### src/rtl/game_flow_ctrl.sv
// Multi-level, multi-life game sequencer: start, stage load, run, pause, hit/respawn, over, won.
// Optional score counter enabled by defining GAME_FLOW_SCORE_EN (otherwise score is tied to 0).
module game_flow_ctrl #(
  parameter int unsigned LIVES          = 3,
  parameter int unsigned LEVELS         = 4,
  parameter int unsigned RESPAWN_CYCLES = 50000000,
  parameter int unsigned SCORE_W        = 16,
  localparam int unsigned LVL_W = (LEVELS > 1) ? $clog2(LEVELS) : 1,
  localparam int unsigned LIV_W = $clog2(LIVES + 1),
  localparam int unsigned CNT_W = (RESPAWN_CYCLES > 1) ? $clog2(RESPAWN_CYCLES) : 1
) (
  input  logic               clk,
  input  logic               rst,
  input  logic               key_start,
  input  logic               key_pause,
  input  logic               collision_detected,
  input  logic               stage_cleared,
  output logic               run_game,
  output logic               stage_load,
  output logic [LVL_W-1:0]   level,
  output logic [LIV_W-1:0]   lives_left,
  output logic               game_over,
  output logic               game_won,
  output logic               led_red,
  output logic               led_green,
  output logic [SCORE_W-1:0] score
);

  localparam logic [LIV_W-1:0] LivesInit = LIV_W'(LIVES);
  localparam logic [LVL_W-1:0] LevelLast = LVL_W'(LEVELS - 1);
  localparam logic [CNT_W-1:0] CntLast   = CNT_W'(RESPAWN_CYCLES - 1);

  typedef enum logic [2:0] {
    StIdle,
    StLoad,
    StRunning,
    StPaused,
    StHit,
    StOver,
    StWon
  } state_e;

  state_e             r_state;
  logic [LVL_W-1:0]   r_level;
  logic [LIV_W-1:0]   r_lives;
  logic [CNT_W-1:0]   r_cnt;
  logic               r_key_start_q;
  logic               r_key_pause_q;
  logic               r_run;
  logic               r_load;
  logic               r_over;
  logic               r_won;
  logic               r_red;
  logic               r_green;

  state_e             w_state_d;
  logic [LVL_W-1:0]   w_level_d;
  logic [LIV_W-1:0]   w_lives_d;
  logic [CNT_W-1:0]   w_cnt_d;
  logic               w_start_edge;
  logic               w_pause_edge;

  assign w_start_edge = key_start & ~r_key_start_q;
  assign w_pause_edge = key_pause & ~r_key_pause_q;

  always_comb begin
    w_state_d = r_state;
    w_level_d = r_level;
    w_lives_d = r_lives;
    w_cnt_d   = r_cnt;
    case (r_state)
      StIdle: begin
        if (w_start_edge) begin
          w_state_d = StLoad;
          w_level_d = '0;
          w_lives_d = LivesInit;
        end
      end
      StLoad: begin
        w_state_d = StRunning;
      end
      StRunning: begin
        // Collision outranks stage clear, which outranks pause.
        if (collision_detected) begin
          w_state_d = StHit;
          w_cnt_d   = '0;
          if (r_lives != '0) begin
            w_lives_d = r_lives - LIV_W'(1);
          end
        end else if (stage_cleared) begin
          if (r_level == LevelLast) begin
            w_state_d = StWon;
          end else begin
            w_level_d = r_level + LVL_W'(1);
            w_state_d = StLoad;
          end
        end else if (w_pause_edge) begin
          w_state_d = StPaused;
        end
      end
      StPaused: begin
        if (w_start_edge) begin
          w_state_d = StIdle;
        end else if (w_pause_edge) begin
          w_state_d = StRunning;
        end
      end
      StHit: begin
        if (r_lives == '0) begin
          w_state_d = StOver;
        end else if (r_cnt == CntLast) begin
          w_state_d = StLoad;
          w_cnt_d   = '0;
        end else begin
          w_cnt_d = r_cnt + CNT_W'(1);
        end
      end
      StOver, StWon: begin
        if (w_start_edge) begin
          w_state_d = StIdle;
        end
      end
      default: begin
        w_state_d = StIdle;
      end
    endcase
  end

  // Outputs are decoded from the next state so they flip together with the state register.
  always_ff @(posedge clk) begin
    if (rst) begin
      r_state       <= StIdle;
      r_level       <= '0;
      r_lives       <= LivesInit;
      r_cnt         <= '0;
      r_key_start_q <= 1'b1;
      r_key_pause_q <= 1'b1;
      r_run         <= 1'b0;
      r_load        <= 1'b0;
      r_over        <= 1'b0;
      r_won         <= 1'b0;
      r_red         <= 1'b0;
      r_green       <= 1'b1;
    end else begin
      r_state       <= w_state_d;
      r_level       <= w_level_d;
      r_lives       <= w_lives_d;
      r_cnt         <= w_cnt_d;
      r_key_start_q <= key_start;
      r_key_pause_q <= key_pause;
      r_run         <= (w_state_d == StRunning);
      r_load        <= (w_state_d == StLoad);
      r_over        <= (w_state_d == StOver);
      r_won         <= (w_state_d == StWon);
      r_red         <= (w_state_d == StHit) || (w_state_d == StOver) ||
                       (w_state_d == StPaused);
      r_green       <= (w_state_d == StIdle) || (w_state_d == StLoad) ||
                       (w_state_d == StRunning) || (w_state_d == StWon) ||
                       (w_state_d == StPaused);
    end
  end

  assign run_game   = r_run;
  assign stage_load = r_load;
  assign level      = r_level;
  assign lives_left = r_lives;
  assign game_over  = r_over;
  assign game_won   = r_won;
  assign led_red    = r_red;
  assign led_green  = r_green;

`ifdef GAME_FLOW_SCORE_EN
  localparam int unsigned SUM_W = SCORE_W + 8;
  localparam logic [SUM_W-1:0] ScoreMax = SUM_W'({SCORE_W{1'b1}});

  logic [19:0]        r_div;
  logic [SCORE_W-1:0] r_score;
  logic [SCORE_W-1:0] w_score_d;
  logic [SUM_W-1:0]   w_sum;

  always_comb begin
    w_score_d = r_score;
    w_sum     = '0;
    if ((r_state == StIdle) && w_start_edge) begin
      w_score_d = '0;
    end else if (r_state == StRunning) begin
      // An accepted stage clear awards its bonus in place of the tick increment.
      if (!collision_detected && stage_cleared) begin
        w_sum = SUM_W'(r_score) + SUM_W'(100);
      end else if (r_div == '1) begin
        w_sum = SUM_W'(r_score) + SUM_W'(1);
      end else begin
        w_sum = SUM_W'(r_score);
      end
      w_score_d = (w_sum > ScoreMax) ? SCORE_W'(ScoreMax) : SCORE_W'(w_sum);
    end
  end

  always_ff @(posedge clk) begin
    if (rst) begin
      r_div   <= '0;
      r_score <= '0;
    end else begin
      r_score <= w_score_d;
      if (r_state == StRunning) begin
        r_div <= r_div + 20'd1;
      end
    end
  end

  assign score = r_score;
`else
  assign score = '0;
`endif

endmodule

### config.mk
export PLATFORM = sky130hd
export DESIGN_NAME = game_flow_ctrl
export DESIGN_NICKNAME = d
export VERILOG_FILES = /design/src/rtl/game_flow_ctrl.sv
export SDC_FILE = /design/constraint.sdc
export NUM_CORES = 1
export LEC_CHECK = 0
export ABC_AREA = 1
export ABC_CLOCK_PERIOD_IN_PS = 1400
export CAP_MARGIN = 20
export CORE_MARGIN = 2
export CORE_UTILIZATION = 49
export DETAILED_ROUTE_END_ITERATION = 10
export PLACE_DENSITY = 0.84
export SKIP_LAST_GASP = 1
export SYNTH_ARGS = -nofsm -noshare
export SYNTH_HDL_FRONTEND = slang
export SYNTH_SLANG_ARGS = --single-unit
### constraint.sdc
create_clock -name clk -period 1.4 [get_ports clk]
set_input_delay 0.42 -clock clk [delete_from_list [all_inputs] [get_ports clk]]
set_output_delay 0.42 -clock clk [all_outputs]
set_load 0.02 [all_outputs]
==> results of run 1 <==
tightest hold or removal path: stages:
cell,delay [ps]
dlymetal6s2s_1,120
buf_4,130
or2_2,100
final timing paths:
check / to / depth (start not counted)
setup / recovery: r_cnt[20] / 8
hold reg to reg: level[1] / 2
hold / removal: r_key_start_q / 3
setup reg to reg: r_cnt[20] / 8
where the power goes:
part | switching (uW) | leakage [uW] | internal (uW)
registers | 14.4 | 0.000335 | 1180
logic | 214 | 0.00129 | 149
clock network | 441 | 0.0000663 | 637
state kept, by name (all words and copies together), names as in the netlist:
name,flops
r_cnt,26
r_state,3
level,2
lives_left,2
game_over,1
game_won,1
led_green,1
led_red,1
r_key_pause_q,1
r_key_start_q,1
run_game,1
stage_load,1
kinds of logic (layout without fill, tap and decap cells):
logic type | count (synthesis) | count (layout) | share of synthesized area
XOR/XNOR | 6 | 6 | 0.02240
buffers and inverters | 71 | 158 | 0.1477
AND/OR/NAND/NOR | 212 | 213 | 0.3936
other | 1 | 16 | 0.001598
adder cells (fa/ha/maj) | 3 | 3 | 0.01600
flip-flops | 41 | 41 | 0.3499
AO/OA/AOI/OAI | 30 | 30 | 0.06881
per-stage QoR:
step / setup WS [ps] / utilization / cell area (um2) / hold WS, ps / total power [uW]
after floorplan: -37.73 / - / 2450 / 459.1 / 1404
after global routing: -391.4 / 0.8016 / 3736 / 504.6 / 2708
after detailed placement: -548.9 / 0.6464 / 3013 / 477.9 / 1479
final: -254.2 / 0.8016 / 3736 / 479.6 / 2634
after CTS: -173.7 / 0.7511 / 3501 / 488.0 / 2596
after global placement: -527.8 / 0.6464 / 3013 / 465.5 / 1471
area by class of cell:
class / count / area (um2) / area share
multi-input cells: 268 / 1630 / 0.4364
repair buffers: 100 / 867.1 / 0.2321
flip-flops and latches: 41 / 842.1 / 0.2254
inverters: 50 / 200.2 / 0.05358
clock buffers: 6 / 93.84 / 0.02512
well taps: 54 / 67.56 / 0.01808
clock inverters: 2 / 35.03 / 0.009377
what timing repair did:
item,4_1_cts,5_1_grt
pin swaps,26,21
resized for setup,70,76
gates cloned,2,0
setup endpoints to repair,47,47
hold endpoints to repair,0,0
setup buffers,11,11
metal layers:
metal | vias up | track usage | wire length (um) | part of all wire
met1 | 1342 | 0.2885 | 2962 | 0.35
met4 | 0 | 0.2078 | 376 | 0.045
met3 | 47 | 0.05801 | 558 | 0.066
met2 | 151 | 0.5195 | 4549 | 0.54
met5 | - | 0 | 0 | 0
li1 | 1324 | - | - | -
layout by cell type (no fill, tap or decap), drive strengths merged, types with 5 or more instances in the layout:
cell	Yosys	layout
inv	50	50
nand3	25	25
nand2	87	88
a21oi	15	15
xor2	5	5
nor2	71	71
o21ai	12	12
dfxtp	41	41
nand4	9	9
buf	20	85
clkbuf	1	11
conb	1	16
nor3	14	14
==> flow_summary.json, run 1 <==
{
  "cts_buffers": 5,
  "worstPathArrival_ps": 1910,
  "cp-startpoint": "r_cnt[0]",
  "grt_overflow": 0,
  "grt_pass1_wl_um": 11590,
  "drtIter0Drc": 225,
  "grtUsageTotal": 0.2874,
  "ys_seq_area_frac": 0.3499,
  "fp-row-count": 25,
  "vias_per_cell": 5.497,
  "die_x_um": 73.20,
  "crit_chain": "ha_4, nand3_1, nor2_4, buf_12, nand4_4, o21ai_1, nand2_1, nor2_1",
  "criticalPathCategory": "reg -> reg",
  "cp.required_ps": 1650,
  "fmax_ghz": 0.6045,
  "p_per_area_mw_per_mm2": 704.9,
  "yosysWarningCount": 0,
  "fillers": 274,
  "crit_path_top_delay_cell": "dfxtp_2",
  "final.setup.worst_slack_ps": -254.2,
  "n_antenna_cell": 0,
  "drc": 0,
  "dieArea_mm2": 0.005358,
  "drt_pass1_iterations": 6,
  "cts_root_buffer": "clkbuf_8",
  "violations": "negative setup slack",
  "yosys.cell_types.count": 32,
  "synth_flop_cell": "dfxtp_1",
  "stdcell_count": 521,
  "period_share": 1.182,
  "yosysTopAreaCellShare": 0.3499,
  "finalMaxSlewViolations": 0,
  "vdd_ir_drop_max_mv": 1.022,
  "hold_class": "in -> reg",
  "finalCriticalPeriod_ps": 1654,
  "drive_above_1_share": 0.4111,
  "ant_nets": 0,
  "rsz0062_at_grt": "true",
  "async_flop_share": 0,
  "ys_ff_latch": 41,
  "grt_antenna_before_repair": 0,
  "finalSetupViolCount": 37,
  "nets": 475,
  "synthCells": 364,
  "grt_pass1_vias": 2646,
  "clkSlewWorstSetupHoldPaths_ps": 80,
  "htreeDepth": 2,
  "leakage_uw": 0.001696,
  "worstReg2RegStart": "r_cnt[0]",
  "synth_edf_count": 0,
  "place_inst": 493,
  "vias": 2864,
  "hold_violations": 0,
  "cp-end-kind": "register",
  "status": "complete, but fails checks",
  "synth.top_cells.by_count": "nand2_1 (82), nor2_1 (67), inv_1 (45)",
  "synth_area_leaders": "dfxtp_1 (35%), nand2_1 (13%), nor2_1 (11%)",
  "grt_max_degree": 14,
  "reg2reg_setup_slack_ps": -250,
  "die_h_um": 73.20,
  "totalWireLength_um": 8446,
  "synth.avg_cell_area_um2": 6.445,
  "area_growth_pct": 59.25,
  "min_from": "key_start",
  "portBuffers": 15,
  "hpwl_um": 4512,
  "cts_sinks": 41,
  "crit_fanout": 5,
  "worst_path_largest_cell_delay_ps": 360,
  "wire_per_inst_um": 16.21,
  "worst_skew_pair.late_latency_ps": 310,
  "tritoncts": "yes",
  "cts_hold_buf": 0,
  "ctsLongestPathBuffers": 2,
  "ios": 32,
  "core-area_mm2": 0.004661,
  "synth_top_area_cell": "dfxtp_1",
  "final.setup.tns_ps": -6282,
  "cp-start-kind": "register",
  "fin_worst_skew_ps": 5.143,
  "synth_area_mm2": 0.002346,
  "gp_congestion": 0.8902,
  "yosysMostFrequentCell": "nand2_1",
  "crit_family": "simple AND/OR/NAND/NOR gates",
  "cp_num_buf_inv": 1,
  "maxCapViolCount": 0,
  "floorplan.initialDensity": 0.5034
}
(Power assumes the default switching activity.)
==> run 2, diff against run 1 <==
ABC_AREA = 0   (was 1)
CORE_UTILIZATION = 48   (was 49)
TNS_END_PERCENT = 100   (was default)
==> flow_summary.json, run 2 <==
{
  "grt_antenna_before_repair": 0,
  "synth_area_leaders": "dfxtp_1 (38%), xor2_1 (6.5%), buf_4 (5.9%)",
  "drive_above_1_share": 0.4414,
  "dieArea_mm2": 0.005077,
  "vias": 2109,
  "rsz0062_at_grt": "true",
  "synth.avg_cell_area_um2": 8.718,
  "place_inst": 364,
  "drt_pass1_iterations": 5,
  "crit_family": "simple AND/OR/NAND/NOR gates",
  "ys_seq_area_frac": 0.3781,
  "grt_overflow": 0,
  "maxCapViolCount": 0,
  "cts_hold_buf": 0,
  "finalSetupViolCount": 39,
  "hpwl_um": 3772,
  "drtIter0Drc": 83,
  "die_h_um": 71.25,
  "period_share": 1.405,
  "die_x_um": 71.25,
  "cp-end-kind": "register",
  "worst_path_largest_cell_delay_ps": 520,
  "wire_per_inst_um": 16.39,
  "synth_edf_count": 0,
  "drc": 0,
  "core-area_mm2": 0.004354,
  "cts_sinks": 41,
  "leakage_uw": 0.001398,
  "final.setup.worst_slack_ps": -566.5,
  "crit_path_top_delay_cell": "or4b_4",
  "ios": 32,
  "synth_top_area_cell": "dfxtp_1",
  "hold_violations": 0,
  "nets": 341,
  "final_cell_mix": "buf_4 (60), dfxtp_1 (32), nor2_1 (30)",
  "vdd_ir_drop_max_mv": 0.6838,
  "tritoncts": "yes",
  "area_growth_pct": 51.12,
  "largest_reg_flops": 26,
  "yosysTopAreaCellShare": 0.3781,
  "ctsLongestPathBuffers": 2,
  "area.sequential_um2": 839.6,
  "cp-start-kind": "register",
  "hold_class": "in -> reg",
  "grt_max_degree": 13,
  "yosysMostFrequentCell": "dfxtp_1",
  "fmax_ghz": 0.5085,
  "top_register": "r_cnt",
  "vias_per_cell": 5.478,
  "finalMaxSlewViolations": 0,
  "synthCells": 249,
  "power_uw": 2256,
  "p_per_area_mw_per_mm2": 687.7,
  "crit_fanout": 8,
  "violations": "negative setup slack",
  "cts_root_buffer": "clkbuf_8",
  "synth_flop_cell": "dfxtp_1",
  "ys_ff_latch": 41,
  "yosys.cell_types.count": 53,
  "cts_buffers": 5,
  "multiInputGateArea_mm2": 0.001555,
  "synth_area_mm2": 0.002171,
  "criticalPathCategory": "reg -> reg",
  "portBuffers": 15,
  "clkSlewWorstSetupHoldPaths_ps": 70,
  "worstPathArrival_ps": 2190,
  "cp.required_ps": 1630,
  "grt_pass1_vias": 2126,
  "fp-row-count": 24,
  "grtUsageTotal": 0.2432,
  "yosysWarningCount": 0,
  "cp_num_buf_inv": 2,
  "layout_commonest_cell": "buf_4",
  "crit_chain": "inv_2, ha_4, or4b_4, buf_4, nand2_8, nand3_2, or3_1, a21oi_1",
  "ant_nets": 0,
  "htreeDepth": 2,
  "n_antenna_cell": 0,
  "stdcell_count": 385,
  "reg.largest.list": "r_cnt x26, r_state x3",
  "status": "complete, but fails checks",
  "async_flop_share": 0,
  "worst_skew_pair.late_latency_ps": 300,
  "gp_congestion": 0.8342,
  "floorplan.initialDensity": 0.4986,
  "fin_worst_skew_ps": 9.680,
  "grt_pass1_wl_um": 9715,
  "fillers": 262,
  "totalWireLength_um": 6312,
  "finalCriticalPeriod_ps": 1967,
  "synth.top_cells.by_count": "dfxtp_1 (41), nor2_1 (34), buf_4 (17)"
}
## run 2: final cells by class
cell class,instances,area share
Multi-Input combinational cell,194,0.4741
Clock buffer,6,0.02212
Clock inverter,2,0.003051
Tap cell,52,0.01983
Sequential cell,41,0.2559
Timing Repair Buffer,86,0.2204
Inverter,4,0.004577
## run 2: path summary, 6_finish.rpt
| check | from | to | slack, ps | cells after the start |
|---|---|---|---|---|
| worst min register to register | r_cnt[23] | r_cnt[23] | 540 | 2 |
| worst max-delay path | lives_left[1] | r_cnt[22] | -570 | 8 |
| worst min-delay path | key_pause | r_key_pause_q | 370 | 2 |
| worst max register to register | lives_left[1] | r_cnt[22] | -570 | 8 |
## run 2: timing repair
item | CTS | global route
setup endpoints to repair | 49 | 39
hold endpoints to repair | 0 | 0
setup buffers | 7 | 5
pin swaps | 17 | 20
cloned | 1 | 0
resized for setup | 63 | 22
## run 2: logic make-up (layout without fill, tap and decap cells)
| group | after synthesis | after routing | synth area share |
|---|---|---|---|
| compound gates | 29 | 29 | 0.09915 |
| xor+xnor | 21 | 21 | 0.08472 |
| fa+ha+maj | 3 | 3 | 0.01729 |
| buf+inv | 29 | 98 | 0.08299 |
| flops | 41 | 41 | 0.3781 |
| mux | 3 | 3 | 0.01383 |
| other cells | 1 | 16 | 0.001727 |
| simple gates | 122 | 122 | 0.3222 |
## run 2: worst reg2reg max path, cell delays in order (launching register included)
cell     delay [ps]
dfxtp_4         350
inv_2            40
ha_4            150
or4b_4          520
buf_4           180
nand2_8         100
nand3_2          90
or3_1           310
a21oi_1         150
## run 2: metal layers
metal | routed length, um | part of all wire | track usage
met4 | 248 | 0.039 | 0.1237
met5 | 0 | 0 | 0
met1 | 2538 | 0.40 | 0.2693
met3 | 202 | 0.032 | 0.05204
met2 | 3322 | 0.53 | 0.4362
## run 2: where the power goes
group / switching [uW] / internal (uW) / total [uW] / leakage (uW)
Sequential: 6.81 / 1170 / 1180 / 0.000335
Clock: 406 / 346 / 751 / 0.0000450
Combinational: 182 / 143 / 325 / 0.00102
Total: 595 / 1660 / 2260 / 0.00140
## run 2: stage by stage
stage	TNS [ps]	hold WS, ps	cell area [um2]	setup WS, ps	utilization
6_report	-15660	372.2	3281	-566.5	0.7534
5_1_grt	-17990	382.1	3281	-637.7	0.7534
4_1_cts	-14780	538.1	3137	-581.1	0.7204
3_5_place_dp	-27400	507.6	2813	-849.4	0.6460
3_3_place_gp	-26300	492.4	2813	-833.3	0.6460
2_1_floorplan	-12280	462.7	2332	-534.5	-
